--- src/rtl/stopwatch_counter.sv ---
// MM:SS stopwatch with BCD digits: 1 Hz counting, 2 Hz field adjust, pause toggle.
// Latency: one cycle from a sampled tick or pulse to registered outputs; no backpressure.
module stopwatch_counter #(
    parameter int MAX_MINUTES = 59
) (
    input  logic       clk,
    input  logic       rst,
    input  logic       tick_1hz,
    input  logic       tick_2hz,
    input  logic       pause_pulse,
    input  logic       adj,
    input  logic       sel,
    output logic [3:0] min_tens,
    output logic [3:0] min_ones,
    output logic [3:0] sec_tens,
    output logic [3:0] sec_ones,
    output logic       paused,
    output logic       rollover
);

    typedef enum logic {
        RUN    = 1'b0,
        PAUSED = 1'b1
    } state_t;

    localparam logic [3:0] MAX_MT = 4'(MAX_MINUTES / 10);
    localparam logic [3:0] MAX_MO = 4'(MAX_MINUTES % 10);

    state_t     state_q, state_d;
    logic [3:0] min_tens_q, min_tens_d;
    logic [3:0] min_ones_q, min_ones_d;
    logic [3:0] sec_tens_q, sec_tens_d;
    logic [3:0] sec_ones_q, sec_ones_d;
    logic       rollover_q, rollover_d;

    logic       min_at_max, sec_at_max;
    logic [3:0] min_tens_inc, min_ones_inc, sec_tens_inc, sec_ones_inc;

    // Incremented-and-wrapped values of each field; the mode logic picks which to load.
    always_comb begin
        min_at_max = (min_tens_q == MAX_MT) && (min_ones_q == MAX_MO);
        sec_at_max = (sec_tens_q == 4'd5) && (sec_ones_q == 4'd9);

        min_tens_inc = min_tens_q;
        min_ones_inc = min_ones_q + 4'd1;
        if (min_at_max) begin
            min_tens_inc = 4'd0;
            min_ones_inc = 4'd0;
        end else if (min_ones_q == 4'd9) begin
            min_tens_inc = min_tens_q + 4'd1;
            min_ones_inc = 4'd0;
        end

        sec_tens_inc = sec_tens_q;
        sec_ones_inc = sec_ones_q + 4'd1;
        if (sec_at_max) begin
            sec_tens_inc = 4'd0;
            sec_ones_inc = 4'd0;
        end else if (sec_ones_q == 4'd9) begin
            sec_tens_inc = sec_tens_q + 4'd1;
            sec_ones_inc = 4'd0;
        end
    end

    // Ticks act under the pre-toggle pause state, so a same-cycle pause still counts once.
    always_comb begin
        state_d    = state_q;
        min_tens_d = min_tens_q;
        min_ones_d = min_ones_q;
        sec_tens_d = sec_tens_q;
        sec_ones_d = sec_ones_q;
        rollover_d = 1'b0;

        if (pause_pulse) begin
            state_d = (state_q == RUN) ? PAUSED : RUN;
        end

        if (state_q == RUN) begin
            if (!adj && tick_1hz) begin
                sec_tens_d = sec_tens_inc;
                sec_ones_d = sec_ones_inc;
                if (sec_at_max) begin
                    min_tens_d = min_tens_inc;
                    min_ones_d = min_ones_inc;
                    rollover_d = min_at_max;
                end
            end else if (adj && tick_2hz) begin
                if (sel) begin
                    sec_tens_d = sec_tens_inc;
                    sec_ones_d = sec_ones_inc;
                end else begin
                    min_tens_d = min_tens_inc;
                    min_ones_d = min_ones_inc;
                end
            end
        end
    end

    always_ff @(posedge clk or posedge rst) begin
        if (rst) begin
            state_q    <= RUN;
            min_tens_q <= 4'd0;
            min_ones_q <= 4'd0;
            sec_tens_q <= 4'd0;
            sec_ones_q <= 4'd0;
            rollover_q <= 1'b0;
        end else begin
            state_q    <= state_d;
            min_tens_q <= min_tens_d;
            min_ones_q <= min_ones_d;
            sec_tens_q <= sec_tens_d;
            sec_ones_q <= sec_ones_d;
            rollover_q <= rollover_d;
        end
    end

    assign min_tens = min_tens_q;
    assign min_ones = min_ones_q;
    assign sec_tens = sec_tens_q;
    assign sec_ones = sec_ones_q;
    assign paused   = (state_q == PAUSED);
    assign rollover = rollover_q;

endmodule

--- config.mk ---
export PLATFORM = sky130hd
export DESIGN_NAME = stopwatch_counter
export DESIGN_NICKNAME = d
export VERILOG_FILES = /design/src/rtl/stopwatch_counter.sv
export SDC_FILE = /design/constraint.sdc
export NUM_CORES = 1
export LEC_CHECK = 0
export ABC_AREA = 1
export CAP_MARGIN = 0
export CORE_UTILIZATION = 45
export DETAILED_ROUTE_END_ITERATION = 7
export PLACE_DENSITY = 0.86
export SLEW_MARGIN = 15
export SYNTH_ARGS = -nofsm -noshare
export SYNTH_HDL_FRONTEND = slang
export SYNTH_SLANG_ARGS = --single-unit
--- constraint.sdc ---
create_clock -name clk -period 1.35 [get_ports clk]
set_input_delay 0.405 -clock clk [delete_from_list [all_inputs] [get_ports clk]]
set_output_delay 0.405 -clock clk [all_outputs]
set_load 0.03 [all_outputs]
* After elaboration in Yosys (flattened, before gate mapping)
Cells that the tools add are included.
** Word-level totals
- Logic and storage cells :: 52
- Input bits :: 7
- Output and inout port bits :: 18
- Bits in registers :: 18
** Cells by class
- Mux-type cells :: 26
- Reductions and logical operators :: 9
- Equality and inequality tests :: 6
- Add/sub/neg operators :: 4
- Bitwise operators :: 1
** Operators with widths (number)
- 4-bit two-way mux :: 22
- 4-bit by 1-bit adder with 4-bit output, second input constant :: 4
- 4-bit by 3-bit equality test with 1-bit output, second input constant :: 2
- 4-bit equality test, second input constant :: 2
- 1-bit logical AND :: 4
- 1-bit two-way mux :: 4
- 4-bit AND reduction :: 1
- 2-bit nonzero test :: 2
- 3-bit AND reduction :: 1
- 2-bit by 1-bit != test with 1-bit output, second input constant :: 1
- 2-bit != test, second input constant :: 1
- 1-bit logical NOT :: 1
- 1-bit inverter :: 1

* Depth between registers and ports, before layout
Gate-level depths: netlist (run 1).
- Depth in word-level cells :: 6
- Gate-level depth with buffers :: 9
- Depth with buffers taken out :: 9

* Worst setup path before layout (run 1)
OpenSTA, ideal clock, no wires.
- Kind :: reg-to-reg
- Start point :: register sec_ones_q[1], in the netlist sec_ones[1]
- End point :: register sec_tens_q[0], in the netlist sec_tens[0]
- Setup time :: 118 ps
- Data arrival time :: 1354 ps
- Cell stages (with the launch flop) :: 10
- Period minus slack after synthesis :: 1473 ps
- Data required time :: 1232 ps
- Path slack :: -123 ps
- Path buffers :: 0
- Cell sequence :: dfrtp_1 > inv_1 > ha_1 > nand2_2 > nor2_4 > inv_2 > nor2_8 > inv_2 > nand2_1 > nand2_1
** On the way
- Longest elaborated chain between the ends :: 6
- Elaborated cells between the ends (all ways) :: 7
- Classes of those cells :: eq/ne (1); mux (5); reduce/logical (1)
** Ends and longest elaborated chain
- start, declared :: RTL line 33 : logic [3:0] sec_ones_q, sec_ones_d;
- start signal, assigned :: RTL line 112 : sec_ones_q <= sec_ones_d;
- 4-bit equality test (*) :: RTL line 42, 59
- 4-bit two-way mux or 1-bit logical AND (tied branches) :: RTL line 59, 42
- 4-bit two-way mux (*) :: RTL line 56 : if (sec_at_max) begin
- 4-bit two-way mux :: RTL line 88 : if (sel) begin
- 4-bit two-way mux :: RTL line 87 : end else if (adj && tick_2hz) begin
- 4-bit two-way mux (*) :: RTL line 79 : if (!adj && tick_1hz) begin
- end signal, assigned :: RTL line 111 : sec_tens_q <= sec_tens_d;
- end, declared :: RTL line 32 : logic [3:0] sec_tens_q, sec_tens_d;
Every way passes the cells marked *; elsewhere a longest branch is shown, timed or not. The select of a mux whose other input is x is not followed.
A chain may end at the register's enable or synchronous reset.

* Final worst setup path (run 1)
- Start point :: register min_ones_q[0], in the netlist min_ones[0]
- End point :: output port min_ones[0]
** RTL lines
- start, declared :: RTL line 31 : logic [3:0] min_ones_q, min_ones_d;
- start signal, assigned :: RTL line 110 : min_ones_q <= min_ones_d;
- end, declared :: RTL line 14 : output logic [3:0] min_ones,
No word-level cell between the ends.

==> results.json, run 1 <==
{
  "start_kind": "register",
  "synth-seq-area-share_pct": 38.1,
  "fp.dieW_um": 53.2,
  "period_share_pct": 102,
  "hold_viol": 0,
  "crit_path_top_delay_cell": "dfrtp_2",
  "worstMarginPinSlew_ps": 235,
  "peakVddDrop_v": 0.00142,
  "ant_nets": 0,
  "postCtsHoldBufs": 0,
  "synth_area_per_cell_um2": 8.09,
  "insertion_delay_ps": 300,
  "yosysWarnings": 0,
  "cp_top_family": "flip-flops",
  "place_ws_ps": -308,
  "fmax_ghz": 0.723,
  "utilization_pct": 72.1,
  "leakagePower_nw": 0.928,
  "antenna_cells": 0,
  "crit_cells": 2,
  "drc_errors": 0,
  "drt_iter0_drc": 10,
  "r2r.worst_path.cells": 7,
  "cp.required_ps": 950,
  "finalSetupViolCount": 6,
  "synth-seq-cells": 18,
  "cp_max_fo": 2,
  "grt_pass1_wl_mm": 4.53,
  "die_area_um2": 2830,
  "syn-cell-area_um2": 1180,
  "synth.net_count": 161,
  "grt.total_usage_pct": 21.9,
  "ctsRootBufferMaster": "clkbuf_4",
  "syn_inst": 146,
  "tritoncts": "built",
  "cp-end-kind": "output port",
  "grt_setup_unrepaired": "true",
  "design.core.area_um2": 2480,
  "synth_cell_type_count": 23,
  "hold_class": "in2async",
  "grt_pass1_vias": 1155,
  "die_h_um": 53.2,
  "yosys.area.top_type": "dfrtp_1",
  "crit_buf_inv": 2,
  "clkSlewWorstSetupHoldPaths_ps": 110,
  "violations": "negative setup slack",
  "first_pass_iters": 4,
  "synth_flop_cell": "dfrtp_1",
  "crit_top_cell": "buf_6",
  "area_growth_pct": 51.2,
  "post_drt_wl_per_cell_um": 12.0,
  "path_class": "reg2out",
  "status": "finished with violations",
  "viasPerCell": 4.99,
  "drv_cap": 0,
  "drv_slew": 0,
  "synth-edff-count": 0,
  "port_buffers": 24,
  "dpl.cell_count": 210,
  "synth_top_cell_area_share_pct": 38.1,
  "dr_total_vias": 1157,
  "worstPathCellList": "buf_6 > buf_6",
  "grt_start_max_net_pins": 19,
  "power.total_mw": 3.37,
  "grt_overflow_total": 0,
  "fin_ws_ps": -32.5,
  "netlist_top_cells_area": "dfrtp_1 (38%), nand2_1 (12%), ha_1 (8.5%), nand3_1 (6.8%), nor2_1 (4.1%)",
  "min_period_ps": 1380,
  "rows": 18,
  "antenna_found_initial": 0,
  "relSlewSlack_pct": 84.3,
  "drt-total-wl_mm": 2.79,
  "nets": 218,
  "cts_buffers": 3,
  "setup_tns_ps": -155,
  "critPathArrivalTime_ps": 980,
  "fin_skew_ps": 8.43,
  "start_util_pct": 47.7,
  "finalWeightedCongestion": 0.805,
  "io_pins": 25,
  "clockBufferDepth": 2,
  "max_stage_delay_ps": 430,
  "drive_above_1_share_pct": 48.5,
  "synth-async-reset-ratio_pct": 100,
  "dp_hpwl_mm": 1.87,
  "powerDensity_nw_per_um2": 1890,
  "cts_max_level": 1,
  "layoutNonFillerInstCount": 232,
  "cts.sink_count": 18
}
[per-layer routing]
metal	share of wire, %	GRT usage, %	vias up
met5	0	0	-
met4	1.4	11.0	0
met3	2.4	2.59	5
met2	55	41.9	24
met1	41	23.0	551
li1	-	-	577
[cell usage in the layout, fill, tap and decap left out]
| master | netlist | routed |
|---|---|---|
| inv_1 | 12 | 10 |
| buf_6 | 0 | 11 |
| xnor2_1 | 3 | 3 |
| nor2_1 | 13 | 13 |
| nor2_4 | 3 | 4 |
| nand2_1 | 37 | 31 |
| inv_2 | 7 | 8 |
| nand3_2 | 1 | 1 |
| nor3_1 | 1 | 1 |
| a21oi_2 | 1 | 1 |
| nand3_1 | 16 | 16 |
| ha_1 | 8 | 5 |
| clkbuf_4 | 0 | 3 |
| nand2_2 | 6 | 9 |
| clkdlybuf4s50_1 | 0 | 4 |
| or2_2 | 1 | 1 |
| buf_4 | 0 | 35 |
| ha_2 | 0 | 1 |
| o21bai_1 | 1 | 1 |
| dlymetal6s2s_1 | 0 | 2 |
| nand2_4 | 2 | 5 |
| nor2_8 | 1 | 1 |
| dfrtp_1 | 18 | 7 |
| xor2_1 | 2 | 2 |
| clkbuf_8 | 0 | 1 |
| ha_4 | 0 | 2 |
| inv_4 | 0 | 1 |
| dfrtp_2 | 0 | 11 |
| nand4_1 | 3 | 3 |
| nand3_4 | 2 | 2 |
| o21ai_1 | 5 | 6 |
| nor2_2 | 2 | 1 |
[sequential cells by signal (all words and copies together) (netlist names)]
register	cells
min_ones	4
min_tens	4
paused	1
rollover	1
sec_ones	4
sec_tens	4
[Yosys cell counts, types with 3 or more instances]
cell / n
inv_1: 12
xnor2_1: 3
nand4_1: 3
dfrtp_1: 18
o21ai_1: 5
nand2_1: 37
nor2_1: 13
nand3_1: 16
ha_1: 8
inv_2: 7
nand2_2: 6
nor2_4: 3
[cells by family (layout without fill, tap and decap cells)]
family | count (synthesis) | count (layout) | synth area share (%)
simple gates | 88 | 88 | 39.7
buf+inv | 19 | 75 | 6.04
flops | 18 | 18 | 38.1
fa+ha+maj | 8 | 8 | 8.47
compound gates | 8 | 8 | 3.92
xor+xnor | 5 | 5 | 3.71
[final timing paths]
kind	slack, ps	end	from
setup / recovery	-30	min_ones[0]	min_ones[0]$_DFFE_PP0P_
hold / removal	400	min_tens[1]$_DFFE_PP0P_	rst
setup reg to reg	-20	min_ones[2]$_DFFE_PP0P_	min_ones[0]$_DFFE_PP0P_
hold reg to reg	590	sec_tens[3]$_DFFE_PP0P_	sec_tens[3]$_DFFE_PP0P_
max in group asynchronous	720	sec_ones[1]$_DFFE_PP0P_	rst
min in group clk	590	sec_tens[3]$_DFFE_PP0P_	sec_tens[3]$_DFFE_PP0P_
[tightest hold or removal path: stages]
cell	delay [ps]
clkdlybuf4s50_1	390
inv_1	50
buf_4	240
[what timing repair did]
action                                  in CTS  in global routing
endpoints found under the setup margin      14                 23
buffers inserted                            16                  2
gates resized for setup                     15                 17
pin swaps                                    0                  9
[cell type report]
cell class	count	area, um^2
Multi-Input combinational cell	109	722
Inverter	19	73.8
Clock buffer	4	36.3
Tap cell	30	37.5
Fill cell	198	692
Timing Repair Buffer	52	452
Sequential cell	18	464
[power by group]
| group | internal, mW | switching, mW | total [mW] |
|---|---|---|---|
| registers | 0.732 | 0.164 | 0.896 |
| logic | 0.993 | 1.14 | 2.13 |
| clock network | 0.165 | 0.176 | 0.340 |
| total | 1.89 | 1.48 | 3.37 |
[through the flow]
step | hold WS (ps) | instance area [um^2]
CTS | 410 | 1720
floorplan | 343 | 1210
global placement | 521 | 1520
detailed placement | 537 | 1520
global route | 439 | 1790
finish | 404 | 1790
Power figures use the tool's default switching activity.
==> run 2, diff against run 1 <==
Settings changed: CORE_UTILIZATION 45 to 34, PLACE_DENSITY 0.86 to 0.69.
==> results.json, run 2 (synthesis results as in run 1) <==
{
  "cp-end-kind": "output port",
  "min_period_ps": 1390,
  "cts.sink_count": 18,
  "use_met3_pct": 2.56,
  "clockBufferDepth": 2,
  "io_pins": 25,
  "hold_viol": 0,
  "dr_total_vias": 1135,
  "path_class": "reg2out",
  "area_growth_pct": 53.2,
  "grt.total_usage_pct": 16.6,
  "layout_common_cells": "buf_4 (38), nand2_1 (31), nand3_1 (16)",
  "die_h_um": 60.9,
  "fmax_ghz": 0.722,
  "grt_pass1_vias": 1053,
  "cp_max_fo": 3,
  "critPathArrivalTime_ps": 980,
  "drv_slew": 0,
  "fin_ws_ps": -35.6,
  "status": "finished with violations",
  "start_util_pct": 35.4,
  "leakagePower_nw": 0.918,
  "met2_usage_pct": 28.1,
  "period_share_pct": 103,
  "fin_skew_ps": 2.21,
  "port_buffers": 24,
  "crit_top_cell": "buf_6",
  "r2r.worst_path.cells": 9,
  "drv_cap": 0,
  "dp_hpwl_mm": 1.85,
  "ant_nets": 0,
  "start_kind": "register",
  "insertion_delay_ps": 300,
  "cts_max_level": 1,
  "worstPathCellList": "buf_6 > buf_6",
  "clkSlewWorstSetupHoldPaths_ps": 110,
  "power_frac_seq_pct": 25.7,
  "first_pass_iters": 4,
  "hold_class": "in2async",
  "use_met1_pct": 20.7,
  "cp.required_ps": 950,
  "design.core.area_um2": 3340,
  "crit_cells": 2,
  "ctsRootBufferMaster": "clkbuf_4",
  "finalSetupViolCount": 15,
  "p_switching_mw": 1.46,
  "utilization_pct": 54.2,
  "drive_above_1_share_pct": 47.8,
  "grt_start_max_net_pins": 19,
  "drc_errors": 0,
  "grt_overflow_total": 0,
  "crit_path_top_delay_cell": "dfrtp_2",
  "antenna_found_initial": 0,
  "tritoncts": "built",
  "cts_buffers": 3,
  "drt-total-wl_mm": 2.80,
  "p_int_mw": 1.92,
  "powerDensity_nw_per_um2": 1870,
  "hold_slack_ps": 416,
  "place_ws_ps": -309,
  "fp.dieW_um": 60.9,
  "reg2reg_to": "min_ones[2]$_DFFE_PP0P_",
  "cp_top_family": "flip-flops",
  "power.total_mw": 3.39,
  "rows": 21,
  "worstMarginPinSlew_ps": 286,
  "grt_pass1_wl_mm": 4.54,
  "nets": 221,
  "p_clk_share_pct": 10.2,
  "setup_tns_ps": -356,
  "grt_setup_unrepaired": "true",
  "relSlewSlack_pct": 80.8,
  "violations": "negative setup slack",
  "max_stage_delay_ps": 430,
  "post_drt_wl_per_cell_um": 11.1,
  "postCtsHoldBufs": 0,
  "drt_iter0_drc": 23,
  "peakVddDrop_v": 0.000933,
  "rrSetupSlack_ps": -40,
  "r2r_start": "sec_ones[1]$_DFFE_PP0P_",
  "grt.busiest_layer": "met2",
  "viasPerCell": 4.52,
  "die_area_um2": 3710,
  "comb_power_share_pct": 64.0,
  "antenna_cells": 0,
  "finalWeightedCongestion": 0.760,
  "final_common_cell": "buf_4",
  "swShare_pct": 43.2,
  "crit_buf_inv": 2
}
## run 2: cell count changes in the layout (fill, tap and decap cells not counted), moves of 2 or more
cell,before,now
buf_4,35,38
clkdlybuf4s50_1,4,6
dfrtp_2,11,8
dfrtp_1,7,10
dlymetal6s2s_1,2,0
## run 2: per-layer routing
metal,routed length [um],share of wire [%]
met2,1380,49
met4,53,1.9
met1,1270,45
met5,0,0
met3,94,3.4
## run 2: power by group through the flow
stage | logic (mW) | registers (mW) | clock network [mW]
2_1_floorplan | 0.645 | 1.31 | 0
3_3_place_gp | 1.51 | 0.955 | 0
3_5_place_dp | 1.54 | 0.962 | 0
4_1_cts | 2.05 | 0.874 | 0.360
5_1_grt | 2.37 | 0.902 | 0.382
6_report | 2.17 | 0.872 | 0.346
## run 2: layout make-up
cell class              instances  area, um^2
repair buffers                 55         469
multi-input cells             109         712
inverters                      19        73.8
well taps                      46        57.6
fillers                       321        1530
clock buffers                   4        36.3
flip-flops and latches         18         460
## run 2: stage by stage
| step | area [um^2] | std cells |
|---|---|---|
| final | 1810 | 251 |
| after global routing | 1810 | 251 |
| after CTS | 1760 | 247 |
| after detailed placement | 1530 | 225 |
| after global placement | 1530 | 225 |
| after floorplan | 1210 | 146 |
## run 2: worst min-delay path, delay by kind of cell
kind	cells	cell delay (ps)
buffers and inverters	3	700
## run 2: worst max-delay path by stage
| stage | start | to | slack [ps] |
|---|---|---|---|
| after floorplan | sec_ones[1]$_DFFE_PP0P_ | min_ones[2]$_DFFE_PP0P_ | -40 |
| after global placement | adj | sec_tens[0]$_DFFE_PP0P_ | -280 |
| after detailed placement | adj | min_tens[2]$_DFFE_PP0P_ | -310 |
| after CTS | sec_ones[1]$_DFFE_PP0P_ | sec_ones[1] | -50 |
| after global routing | sec_ones[1]$_DFFE_PP0P_ | min_tens[1]$_DFFE_PP0P_ | -130 |
| final | sec_ones[1]$_DFFE_PP0P_ | sec_ones[1] | -40 |
## run 2: what timing repair did
action                     in CTS  in global routing
hold endpoints to repair        0                  0
pin swaps                       3                  7
gates resized for setup        16                  9
setup endpoints to repair      20                 22
cloned                          0                  0
setup buffers                  18                  4
